File: src/rtl/gcd_stream_ctrl_pkg.sv
// rtl/gcd_stream_ctrl_pkg.sv - shared definitions for the GCD stream sequencer and core
package gcd_stream_ctrl_pkg;

  localparam int GCD_WIDTH = 8;

  typedef enum logic [1:0] {
    S_IDLE = 2'd0,
    S_LOAD = 2'd1,
    S_BUSY = 2'd2,
    S_HOLD = 2'd3
  } gcd_state_t;

  // Operand pairs containing a zero never converge in the subtractive core.
  function automatic logic is_bypass(input logic [GCD_WIDTH-1:0] a, input logic [GCD_WIDTH-1:0] b);
    return (a == '0) || (b == '0);
  endfunction

endpackage

File: src/rtl/gcd_stream_ctrl.sv
// rtl/gcd_stream_ctrl.sv - stream sequencer driving the subtractive GCD core
module gcd_stream_ctrl
  import gcd_stream_ctrl_pkg::*;
#(
  parameter int WIDTH   = GCD_WIDTH,
  parameter int CNT_W   = 10,
  parameter int MAX_CYC = 300
) (
  input  logic             clock,
  input  logic             reset,
  input  logic             in_valid,
  output logic             in_ready,
  input  logic [WIDTH-1:0] in_a,
  input  logic [WIDTH-1:0] in_b,
  output logic             core_load_n,
  output logic [WIDTH-1:0] core_a,
  output logic [WIDTH-1:0] core_b,
  input  logic             core_done,
  input  logic [WIDTH-1:0] core_y,
  output logic             out_valid,
  input  logic             out_ready,
  output logic [WIDTH-1:0] out_y,
  output logic [CNT_W-1:0] out_cycles,
  output logic             out_err,
  output logic             busy
);

  localparam logic [CNT_W-1:0] MAX_C = CNT_W'(MAX_CYC);

  gcd_state_t       r_state;
  gcd_state_t       w_next;
  logic             r_load_n;
  logic [WIDTH-1:0] r_a;
  logic [WIDTH-1:0] r_b;
  logic [WIDTH-1:0] r_y;
  logic [CNT_W-1:0] r_cycles;
  logic             r_err;
  logic [CNT_W-1:0] r_cnt;
  logic [CNT_W-1:0] w_cnt_inc;
  logic             w_bypass;
  logic             w_timeout;

  assign w_cnt_inc = r_cnt + 1'b1;
  assign w_bypass  = is_bypass(in_a, in_b);
  assign w_timeout = (w_cnt_inc == MAX_C);

  // State register.
  always_ff @(posedge clock or negedge reset) begin
    if (!reset) r_state <= S_IDLE;
    else        r_state <= w_next;
  end

  // Next-state logic; done wins over timeout because both lead to HOLD.
  always_comb begin
    w_next = r_state;
    case (r_state)
      S_IDLE: if (in_valid) w_next = w_bypass ? S_HOLD : S_LOAD;
      S_LOAD: w_next = S_BUSY;
      S_BUSY: if (core_done || w_timeout) w_next = S_HOLD;
      S_HOLD: if (out_ready) w_next = S_IDLE;
      default: w_next = S_IDLE;
    endcase
  end

  // Operand, load strobe, cycle counter and result registers.
  always_ff @(posedge clock or negedge reset) begin
    if (!reset) begin
      r_load_n <= 1'b1;
      r_a      <= '0;
      r_b      <= '0;
      r_y      <= '0;
      r_cycles <= '0;
      r_err    <= 1'b0;
      r_cnt    <= '0;
    end else begin
      case (r_state)
        S_IDLE: begin
          if (in_valid) begin
            r_a <= in_a;
            r_b <= in_b;
            if (w_bypass) begin
              r_y      <= in_a | in_b;
              r_cycles <= '0;
              r_err    <= 1'b0;
            end else begin
              r_load_n <= 1'b0;
            end
          end
        end
        S_LOAD: begin
          r_load_n <= 1'b1;
          r_cnt    <= '0;
        end
        S_BUSY: begin
          if (r_cnt != MAX_C) r_cnt <= w_cnt_inc;
          if (core_done || w_timeout) begin
            r_y      <= core_y;
            r_cycles <= w_cnt_inc;
            r_err    <= !core_done;
          end
        end
        default: ;
      endcase
    end
  end

  assign in_ready    = (r_state == S_IDLE);
  assign busy        = (r_state != S_IDLE);
  assign out_valid   = (r_state == S_HOLD);
  assign core_load_n = r_load_n;
  assign core_a      = r_a;
  assign core_b      = r_b;
  assign out_y       = r_y;
  assign out_cycles  = r_cycles;
  assign out_err     = r_err;

endmodule
File: config.mk
export PLATFORM = sky130hd
export DESIGN_NAME = gcd_stream_ctrl
export DESIGN_NICKNAME = d
export VERILOG_FILES = /design/src/rtl/gcd_stream_ctrl_pkg.sv /design/src/rtl/gcd_stream_ctrl.sv
export SDC_FILE = /design/constraint.sdc
export NUM_CORES = 1
export LEC_CHECK = 0
export ABC_AREA = 1
export ABC_CLOCK_PERIOD_IN_PS = 2100
export BUFFER_PORTS_ARGS = -buffer_cell sky130_fd_sc_hd__buf_2
export CORE_MARGIN = 3
export CORE_UTILIZATION = 50
export DETAILED_ROUTE_END_ITERATION = 10
export GPL_ROUTABILITY_DRIVEN = 0
export PLACE_DENSITY = 0.73
export REMOVE_ABC_BUFFERS = 1
export SYNTH_ARGS = -nofsm -noshare
export SYNTH_HDL_FRONTEND = slang
export SYNTH_SLANG_ARGS = --single-unit
export TNS_END_PERCENT = 10
File: constraint.sdc
create_clock -name clock -period 2.1 [get_ports clock]
set_clock_uncertainty 0.1 [all_clocks]
set_input_delay 0.21 -clock clock [delete_from_list [all_inputs] [get_ports clock]]
set_output_delay 0.21 -clock clock [all_outputs]
set_load 0.02 [all_outputs]
Word-level counts from Yosys, hierarchy flattened
Cells that the tools add are included.
- add/sub/neg operators: 1
- multiply operators: 0
- div/mod/pow operators: 0
- order comparisons: 0
- equality and inequality tests: 11
- shift operators: 0
- muxes and demuxes: 22
- bitwise operators: 1
- reductions and logical operators: 15
- operators by type and width (cell ; number):
    two-way mux 10 bit ; 4
    case mux 10 bit (2 select lines) ; 2
    two-way mux 8 bit ; 3
    logical NOT 8 bit ; 2
    case mux 8 bit (2 select lines) ; 1
    adder 10 x 1 -> 10 bit, second input constant ; 1
    == test 10 x 9 -> 1 bit, second input constant ; 1
    != test 10 x 9 -> 1 bit, second input constant ; 1
    two-way mux 2 bit ; 4
    != test 2 bit, second input constant ; 4
    bitwise OR 8 bit ; 1
    case mux 2 bit (4 select lines) ; 1
    nonzero test 2 bit ; 4
    AND reduction 3 bit ; 2
    two-way mux 1 bit ; 5
    == test 2 bit, second input constant ; 2
    != test 2 x 1 -> 1 bit, second input constant ; 2
    case mux 1 bit (2 select lines) ; 2
    AND reduction 2 bit ; 2
    AND reduction 4 bit ; 1
    == test 2 x 1 -> 1 bit, second input constant ; 1
    logical NOT 2 bit ; 1
    logical OR 1 bit ; 2
    logical NOT 1 bit ; 1
- bits in registers: 48
- bits in latches: 0
- bits in writable memories: 0
- bits in read-only memories: 0
- output and inout port bits: 39
- logic and storage cells: 58
- memories kept: 0

Logic depth before layout (Yosys ltp)
Gate-level depths: netlist (run 1).
- depth in word-level cells: 5
- depth in mapped cells: 14

Worst setup path after synthesis (run 1)
No wires, ideal clock.
- path kind: register to register
- start: reg r_state[0]
- end: reg r_cycles[8] (netlist: out_cycles[8])
- library setup time: 0.117 ns
- arrival time: 1.816 ns
- required time: 1.883 ns
- slack: 0.067 ns
- stages on the path, launching flop included: 9
- period minus slack after synthesis: 2.033 ns
- cells stage by stage: dfrtp_1 -> inv_1 -> ha_1 -> inv_1 -> or2_2 -> clkbuf_1 -> clkbuf_1 -> nand4_1 -> nand2_1
- cells in the longest elaborated chain, start to end: 3
- elaborated cells on any way between the ends: 8
- those cells by class: eq/ne (4); mux (1); reduce/logical (3)
- RTL lines (what ; line ; RTL):
    start: declaration ; gcd_stream_ctrl.sv:30 ; gcd_state_t r_state;
    start signal: assignment ; gcd_stream_ctrl.sv:50 ; else r_state <= w_next;
    logical NOT 2 bit * ; - ;
    via in_ready ; gcd_stream_ctrl.sv:12 ; output logic in_ready,
    != test 2 x 1 -> 1 bit (no line), or another cell as far along ; - ;
    AND reduction 4 bit (no line) ; - ;
    end signal: assignment ; gcd_stream_ctrl.sv:98 ; r_cycles <= w_cnt_inc;
    end: declaration ; gcd_stream_ctrl.sv:36 ; logic [CNT_W-1:0] r_cycles;
Mark *: on every way through the listed nets, which the timed path passes. The rest lies on a longest branch.
A chain may end at the register's enable or synchronous reset.

Worst setup path after layout (run 1)
- start: reg r_cnt[0]
- end: reg r_state[0]
- cells in the longest elaborated chain, start to end: 5
- RTL lines (what ; line ; RTL):
    start: declaration ; gcd_stream_ctrl.sv:38 ; logic [CNT_W-1:0] r_cnt;
    start signal: assignment ; gcd_stream_ctrl.sv:95 ; if (r_cnt != MAX_C) r_cnt <= w_cnt_inc;
    adder 10 x 1 -> 10 bit ; gcd_stream_ctrl.sv:43 ; assign w_cnt_inc = r_cnt + 1'b1;
    == test 10 x 9 -> 1 bit ; gcd_stream_ctrl.sv:45 ; assign w_timeout = (w_cnt_inc == MAX_C);
    logical OR 1 bit ; gcd_stream_ctrl.sv:59 ; S_BUSY: if (core_done || w_timeout) w_next = S_HOLD;
    != test 2 bit (no line) ; - ;
    AND reduction 3 bit (no line) ; - ;
Every way passes these cells.

==> results.md, run 1 <==
### Status
* completed — run status

### GRT
* 0 — sum of overflow across all layers after global routing
* 10.6 mm — first-pass GRT wire length
* 0.219 — total global-route track usage
* 0 — antenna violations before repair
* 2230 — number of global-route vias before repair
* 25 — maximum number of pins on one net before global-route repair

### STA
* 0 — number of hold violations in the final report
* 0.0599 ns — Min Hold Slack
* 518 MHz — fmax
* 0 ns — Setup TNS
* 0.668 — normalized max-slew margin
* 0.498 ns — transition time at the pin with the least slew margin
* 0 — Slew Limit Fails
* 1.93 ns — Final Critical Period
* 0.920 — final worst path period share
* 0.168 ns — final setup slack of the worst path
* 0 — Setup Viol. Count Final
* true — unrepaired setup endpoints after global routing

### Cells and area
* 26.3% — area growth from synthesis to layout
* 421 — nets@finish
* 3120 µm² — final std cell area, no fill
* 1110 µm² — area of the multi-input gates
* 0 — count of inserted antenna diode cells
* 0.279 — fraction of layout cells with a size suffix above 1
* 452 — non-filler instance count after layout
* 414 — Filler Cell Count
* 1200 µm² — area taken by flip-flops and latches

### Place
* 441 — cell total after placement
* 2920 µm² — cell area after placement
* 0.0216 ns — worst setup slack before clock tree synthesis
* 4.61 mm — placed wire-length estimate
* 67 — number of port buffers

### Synthesis
* sky130_fd_sc_hd__dfrtp_1 — top flip-flop cell by instance count after synthesis
* 27 — number of distinct library cells after synthesis
* 48 — FF+latch count, synth
* 312 — number of standard cells after synthesis
* 1.00 — share of synthesized registers carrying an async set or reset
* 0 — Ys Warns
* sky130_fd_sc_hd__dfrtp_1 — leading area contributor after synthesis
* 2470 µm² — mapped cell area
* 0 — number of enable flip-flop cells after synthesis
* 0.487 — sequential element share of the synthesized area
* 0.476 — share of the synthesized area in the top cell type
* 7.92 µm² — Mean Syn Cell Area
* sky130_fd_sc_hd__dfrtp_1 (48%), sky130_fd_sc_hd__nand2_1 (16%), sky130_fd_sc_hd__nand4_1 (6.8%), sky130_fd_sc_hd__inv_1 (5.0%), sky130_fd_sc_hd__o21ai_0 (4.9%) — cell types occupying the most area after synthesis

### Clock network
* 2 — number of buffers between clock root and the deepest sink
* 0.31 ns — worst-skew pair later-pin latency
* sky130_fd_sc_hd__clkbuf_8 — root buffer selected by CTS
* 0.10 ns — post-CTS clock slew at the launch and capture registers of the worst setup and hold paths
* 5 — number of buffers created by CTS
* yes — CTS tree
* 2 — CTS HTree Levels
* 0 — post-CTS setup-driven buffer insertion count
* 48 — clock tree sinks

### Critical path
* reg -> reg — class of the most critical setup path
* 2.20 ns — required time worst endpoint
* flop — type of destination of the critical path
* 11 — largest driver fanout on the critical path
* 2.03 ns — data arrival time at the worst-slack endpoint
* flop — critical path launch point type

### Floorplan
* 5820 µm² — die outline area
* 0.541 — Starting Density
* 76.3 µm — die width
* 68 — number of I/O pins
* 4560 µm² — area of the core
* 76.3 µm — overall die height
* 24 — placement row count

### Pwr
* 0.000791 V — worst voltage drop across the vdd grid
* 1240 nW/µm² — power per standard cell area
* 1.70 nW — leakage power figure

### Min path
* in -> reg — worst min path class

### Routing
* 162 — Iteration-0 DRC Markers
* 2289 — DR vias
* 13.9 µm — Wirelength per Cell
* 0 — Post-DRT Antenna Nets
* 0 — drt drc
* 6.26 mm — total wire length
* 4 — length of the first detailed-routing pass in iterations
* 5.06 — via-per-instance ratio

### Flow run
* 0 — max-capacitance violation count

==> synth_stat cells, types with 4 or more instances <==
library cell / instances
sky130_fd_sc_hd__o21ai_0: 24
sky130_fd_sc_hd__nand3_1: 8
sky130_fd_sc_hd__nor3_1: 5
sky130_fd_sc_hd__clkbuf_1: 6
sky130_fd_sc_hd__ha_1: 6
sky130_fd_sc_hd__nand2_1: 105
sky130_fd_sc_hd__nor2_1: 19
sky130_fd_sc_hd__a31oi_1: 5
sky130_fd_sc_hd__buf_2: 6
sky130_fd_sc_hd__inv_1: 33
sky130_fd_sc_hd__dfrtp_1: 47
sky130_fd_sc_hd__mux2_2: 4
sky130_fd_sc_hd__nand4_1: 27
==> through the flow <==
stage          utilization  power, W
2_1_floorplan            -   0.00243
3_3_place_gp         0.639   0.00306
3_5_place_dp         0.639   0.00309
4_1_cts              0.668   0.00381
5_1_grt              0.683   0.00414
6_report             0.683   0.00386
==> worst paths after layout <==
kind                            cells after the start       endpoint          start  slack (ns)
worst max register to register                     14     r_state[0]       r_cnt[0]        0.17
worst min-delay path                                2      core_b[3]        in_b[3]        0.06
worst max-delay path                               14     r_state[0]       r_cnt[0]        0.17
min in group asynchronous                           2      core_b[7]          reset        0.30
worst min register to register                      2  out_cycles[5]  out_cycles[5]        0.38
max in group asynchronous                           3       r_cnt[2]          reset        0.98
==> report_power, final <==
group / switching (W) / internal, W
logic: 0.00116 / 0.000621
registers: 0.000155 / 0.00122
clock network: 0.000319 / 0.000390
total: 0.00164 / 0.00223
==> cell type report <==
class | count | share of cell area
Clock inverter | 2 | 0.0124
Tap cell | 65 | 0.0261
Multi-Input combinational cell | 216 | 0.356
Timing Repair Buffer | 81 | 0.152
Inverter | 34 | 0.0413
Clock buffer | 6 | 0.0265
Sequential cell | 48 | 0.386
==> sequential cells by signal, summed over array words and instances (netlist names) <==
name / cells
core_load_n: 1
out_y: 8
core_a: 8
r_state: 2
out_err: 1
out_cycles: 10
core_b: 8
r_cnt: 10
==> logic make-up after synthesis <==
family | count (synthesis) | share of synthesized area
AND/OR/NAND/NOR | 171 | 0.309
buffers and inverters | 49 | 0.0805
flip-flops | 48 | 0.487
AO/OA/AOI/OAI | 33 | 0.0714
adder cells (fa/ha/maj) | 6 | 0.0304
multiplexers | 4 | 0.0182
XOR/XNOR | 1 | 0.00355
==> worst max-delay path: stages (launching register included) <==
cell and delay, ns:
sky130_fd_sc_hd__dfrtp_1 0.39, sky130_fd_sc_hd__ha_2 0.21, sky130_fd_sc_hd__nand2_2 0.09, sky130_fd_sc_hd__clkinv_2 0.08, sky130_fd_sc_hd__nand3_1 0.08, sky130_fd_sc_hd__nand2_1 0.05, sky130_fd_sc_hd__nand2_1 0.10, sky130_fd_sc_hd__nand2_1 0.07
sky130_fd_sc_hd__nor2_2 0.09, sky130_fd_sc_hd__nand2_1 0.09, sky130_fd_sc_hd__nand2_4 0.13, sky130_fd_sc_hd__buf_12 0.14, sky130_fd_sc_hd__nand3_2 0.07, sky130_fd_sc_hd__nand2_1 0.07, sky130_fd_sc_hd__nand2_1 0.05
==> placed cells by master (no fill, tap or decap), types with 2 or more instances in the layout <==
master,n
sky130_fd_sc_hd__nand4_1,27
sky130_fd_sc_hd__inv_1,33
sky130_fd_sc_hd__nand2_1,103
sky130_fd_sc_hd__mux2_2,4
sky130_fd_sc_hd__o22ai_1,2
sky130_fd_sc_hd__nand2_2,2
sky130_fd_sc_hd__nand3_1,7
sky130_fd_sc_hd__nand3_4,2
sky130_fd_sc_hd__buf_4,11
sky130_fd_sc_hd__buf_2,67
sky130_fd_sc_hd__ha_1,4
sky130_fd_sc_hd__dfrtp_1,46
sky130_fd_sc_hd__ha_2,2
sky130_fd_sc_hd__a31oi_1,5
sky130_fd_sc_hd__clkbuf_8,6
sky130_fd_sc_hd__nor2_1,18
sky130_fd_sc_hd__nor3_1,5
sky130_fd_sc_hd__nand3_2,2
sky130_fd_sc_hd__o21ai_0,23
==> timing repair <==
action	in CTS	in global routing
gates cloned	0	2
resized for setup	1	11
endpoints found under the hold margin	20	0
hold buffers	1	0
endpoints found under the setup margin	2	28
==> metal layers <==
metal	up-vias	share of wire	track usage	wire length, µm
li1	1165	-	-	-
met1	1060	0.47	0.315	2950
met2	58	0.47	0.346	2960
met3	6	0.051	0.0485	320
met4	0	0.0048	0.0326	30
met5	-	0	0	0
Note: power is estimated with default switching activity, not from simulation.
==> inputs of run 2 (changes only) <==
Settings changed: ABC_CLOCK_PERIOD_IN_PS 2100 to 2000.
Clock period 2.1 ns to 2 ns, I/O delays scaled along.
==> run 2 against run 1 <==
Sequential share of layout area down 0.79 points. Die area is the same. Design area grew 2.2%. Sequential power grew 5%. Final cell count is 1.3% higher. Core utilization grew 1.5 points. Total power up 5.4%. Combinational power grew 9%. Setup slack lost 0.12 ns.
==> results.md, run 2 (synthesized netlist as in run 1, its figures left out) <==
### GRT
* 2225 — number of global-route vias before repair, -0.22%
* 10.4 mm — first-pass GRT wire length, -1.4%
* 0 — antenna violations before repair, unchanged
* 40 — maximum number of pins on one net before global-route repair, +60%
* 0 — sum of overflow across all layers after global routing, unchanged
* 0.219 — total global-route track usage, about the same

### Clock network
* 0.09 ns — post-CTS clock slew at the launch and capture registers of the worst setup and hold paths, about the same
* 0.30 ns — worst-skew pair later-pin latency, about the same
* sky130_fd_sc_hd__clkbuf_8 — root buffer selected by CTS
* 2 — CTS HTree Levels, unchanged
* 48 — clock tree sinks, unchanged
* 5 — number of buffers created by CTS, unchanged
* yes — CTS tree
* 2 — number of buffers between clock root and the deepest sink, unchanged

### Critical path
* r_cnt[1] — Crit Reg-Reg Startpoint
* reg -> reg — class of the most critical setup path
* out_cycles[5] — r2r endpoint
* flop — type of destination of the critical path
* 11 — r2r worst-path depth, -3
* 6 — largest driver fanout on the critical path, -5
* flop — critical path launch point type
* 2.09 ns — data arrival time at the worst-slack endpoint, +0.06 ns
* 0.04 ns — setup slack of the worst register-to-register path, -0.12 ns
* 2.14 ns — required time worst endpoint, -0.06 ns

### Pwr
* 0.00235 W — cell-internal power, +5.3%
* 0.354 — sequential cell fraction of total power, about the same
* 0.00173 W — switching pwr, +5.5%
* 1.72 nW — leakage power figure, +1.4%
* 1280 nW/µm² — power per standard cell area, +3.1%
* 0.169 — clock power share, -0.014
* 0.477 — Logic pwr share, +0.015
* 0.424 — share of total power consumed by net switching, +0.000437
* 0.00108 V — worst voltage drop across the vdd grid, +37%

### STA
* 1.96 ns — Final Critical Period, +0.0232 ns
* true — unrepaired setup endpoints after global routing
* 0.466 ns — transition time at the pin with the least slew margin, -0.0321 ns
* 0.978 — final worst path period share, +0.0576
* 0 — Setup Viol. Count Final, unchanged
* 0.688 — normalized max-slew margin, +0.0206
* 0 — Slew Limit Fails, unchanged
* 0 — number of hold violations in the final report, unchanged
* 511 MHz — fmax, -1.2%

### Routing
* 162 — Iteration-0 DRC Markers, unchanged
* 2439 — DR vias, +6.6%
* 6.41 mm — total wire length, +2.3%
* 0 — drt drc, unchanged
* 5.33 — via-per-instance ratio, +5.2%
* 5 — length of the first detailed-routing pass in iterations, +1
* 14.0 µm — Wirelength per Cell, +0.94%
* 0 — Post-DRT Antenna Nets, unchanged

### Floorplan
* 4560 µm² — area of the core, unchanged
* 0.541 — Starting Density, unchanged
* 24 — placement row count, unchanged
* 76.3 µm — die width, unchanged
* 5820 µm² — die outline area, unchanged
* 68 — number of I/O pins, unchanged
* 76.3 µm — overall die height, unchanged

### Flow run
* 0 — max-capacitance violation count, unchanged

### Cells and area
* 3190 µm² — final std cell area, no fill, +2.2%
* 391 — Filler Cell Count, -5.6%
* 427 — nets@finish, +1.4%
* 29.1% — area growth from synthesis to layout
* 0 — count of inserted antenna diode cells, unchanged
* 458 — non-filler instance count after layout, +1.3%
* 0.290 — fraction of layout cells with a size suffix above 1, +0.0110
* sky130_fd_sc_hd__nand2_1 (103), sky130_fd_sc_hd__buf_2 (67), sky130_fd_sc_hd__dfrtp_1 (45), sky130_fd_sc_hd__inv_1 (33), sky130_fd_sc_hd__nand4_1 (27) — most used cells in the layout excluding fill and tap cells
* sky130_fd_sc_hd__nand2_1 — most common cell after layout, fill and taps aside

### Min path
* core_b[2] — Hold Path End
* 2 — Hold Path Cell Cnt, unchanged
* in -> reg — worst min path class
* in_b[2] — Worst Hold Launch

### Place
* 444 — cell total after placement, +0.68%
* 4.65 mm — placed wire-length estimate, +0.85%
* 2950 µm² — cell area after placement, +1.2%
* 67 — number of port buffers, unchanged

### Status
* completed — run status

run 2: worst max-delay path by stage:
stage	slack, ns	start	endpoint
floorplan	-0.07	r_state[0]	out_cycles[0]
global placement	0.08	r_cnt[0]	r_state[1]
detailed placement	-0.006	r_cnt[0]	r_state[0]
CTS	-0.001	r_cnt[0]	r_state[0]
global route	-0.06	r_cnt[1]	r_state[0]
finish	0.04	r_cnt[1]	out_cycles[5]
run 2: timing repair:
item                       in CTS  in global routing
hold endpoints to repair       47                  0
resized for setup               1                 15
pin swaps                       0                 11
setup buffers                   0                  1
setup endpoints to repair       7                 24
gates cloned                    0                  4
hold buffers                    1                  0
run 2: power by group through the flow:
| stage | clock network, W | registers, W | logic [W] |
|---|---|---|---|
| 2_1_floorplan | 0 | 0.00179 | 0.000758 |
| 3_3_place_gp | 0 | 0.00145 | 0.00180 |
| 3_5_place_dp | 0 | 0.00146 | 0.00184 |
| 4_1_cts | 0.000697 | 0.00144 | 0.00185 |
| 5_1_grt | 0.000742 | 0.00148 | 0.00213 |
| 6_report | 0.000686 | 0.00144 | 0.00194 |
run 2: critical path, stage by stage (launching register included):
cell                      delay [ns]
sky130_fd_sc_hd__dfrtp_1        0.39
sky130_fd_sc_hd__ha_2           0.21
sky130_fd_sc_hd__nand2_2        0.08
sky130_fd_sc_hd__nor2_2         0.13
sky130_fd_sc_hd__nand2_1        0.07
sky130_fd_sc_hd__xor2_1         0.15
sky130_fd_sc_hd__nor2_1         0.14
sky130_fd_sc_hd__nand2_2        0.11
sky130_fd_sc_hd__nand2_4        0.14
sky130_fd_sc_hd__buf_8          0.14
sky130_fd_sc_hd__nand4_1        0.12
sky130_fd_sc_hd__nand2_1        0.11
run 2: through the flow:
| stage | TNS (ns) | power [W] | util | setup slack (ns) | hold slack [ns] |
|---|---|---|---|---|---|
| after floorplan | -1.38 | 0.00255 | - | -0.0724 | -0.196 |
| after global placement | 0 | 0.00325 | 0.647 | 0.0787 | -0.0197 |
| after detailed placement | -0.00626 | 0.00329 | 0.647 | -0.00626 | -0.0187 |
| after CTS | -0.00129 | 0.00399 | 0.674 | -0.00129 | 0.0599 |
| after global routing | -0.674 | 0.00436 | 0.698 | -0.0620 | 0.0659 |
| final | 0 | 0.00407 | 0.698 | 0.0449 | 0.0616 |
run 2: area by class of cell:
class	instances	area, µm²	area share
Clock buffer	6	72.6	0.0228
Clock inverter	2	35.0	0.0110
Tap cell	65	81.3	0.0255
Inverter	34	128	0.0400
Timing Repair Buffer	85	527	0.165
Multi-Input combinational cell	218	1140	0.358
Sequential cell	48	1200	0.378
run 2: per-layer routing:
metal | part of all wire | global-route usage | vias up
li1 | - | - | 1179
met1 | 0.45 | 0.303 | 1154
met2 | 0.47 | 0.353 | 101
met3 | 0.070 | 0.0485 | 5
met4 | 0.0083 | 0.0471 | 0
met5 | 0 | 0 | -
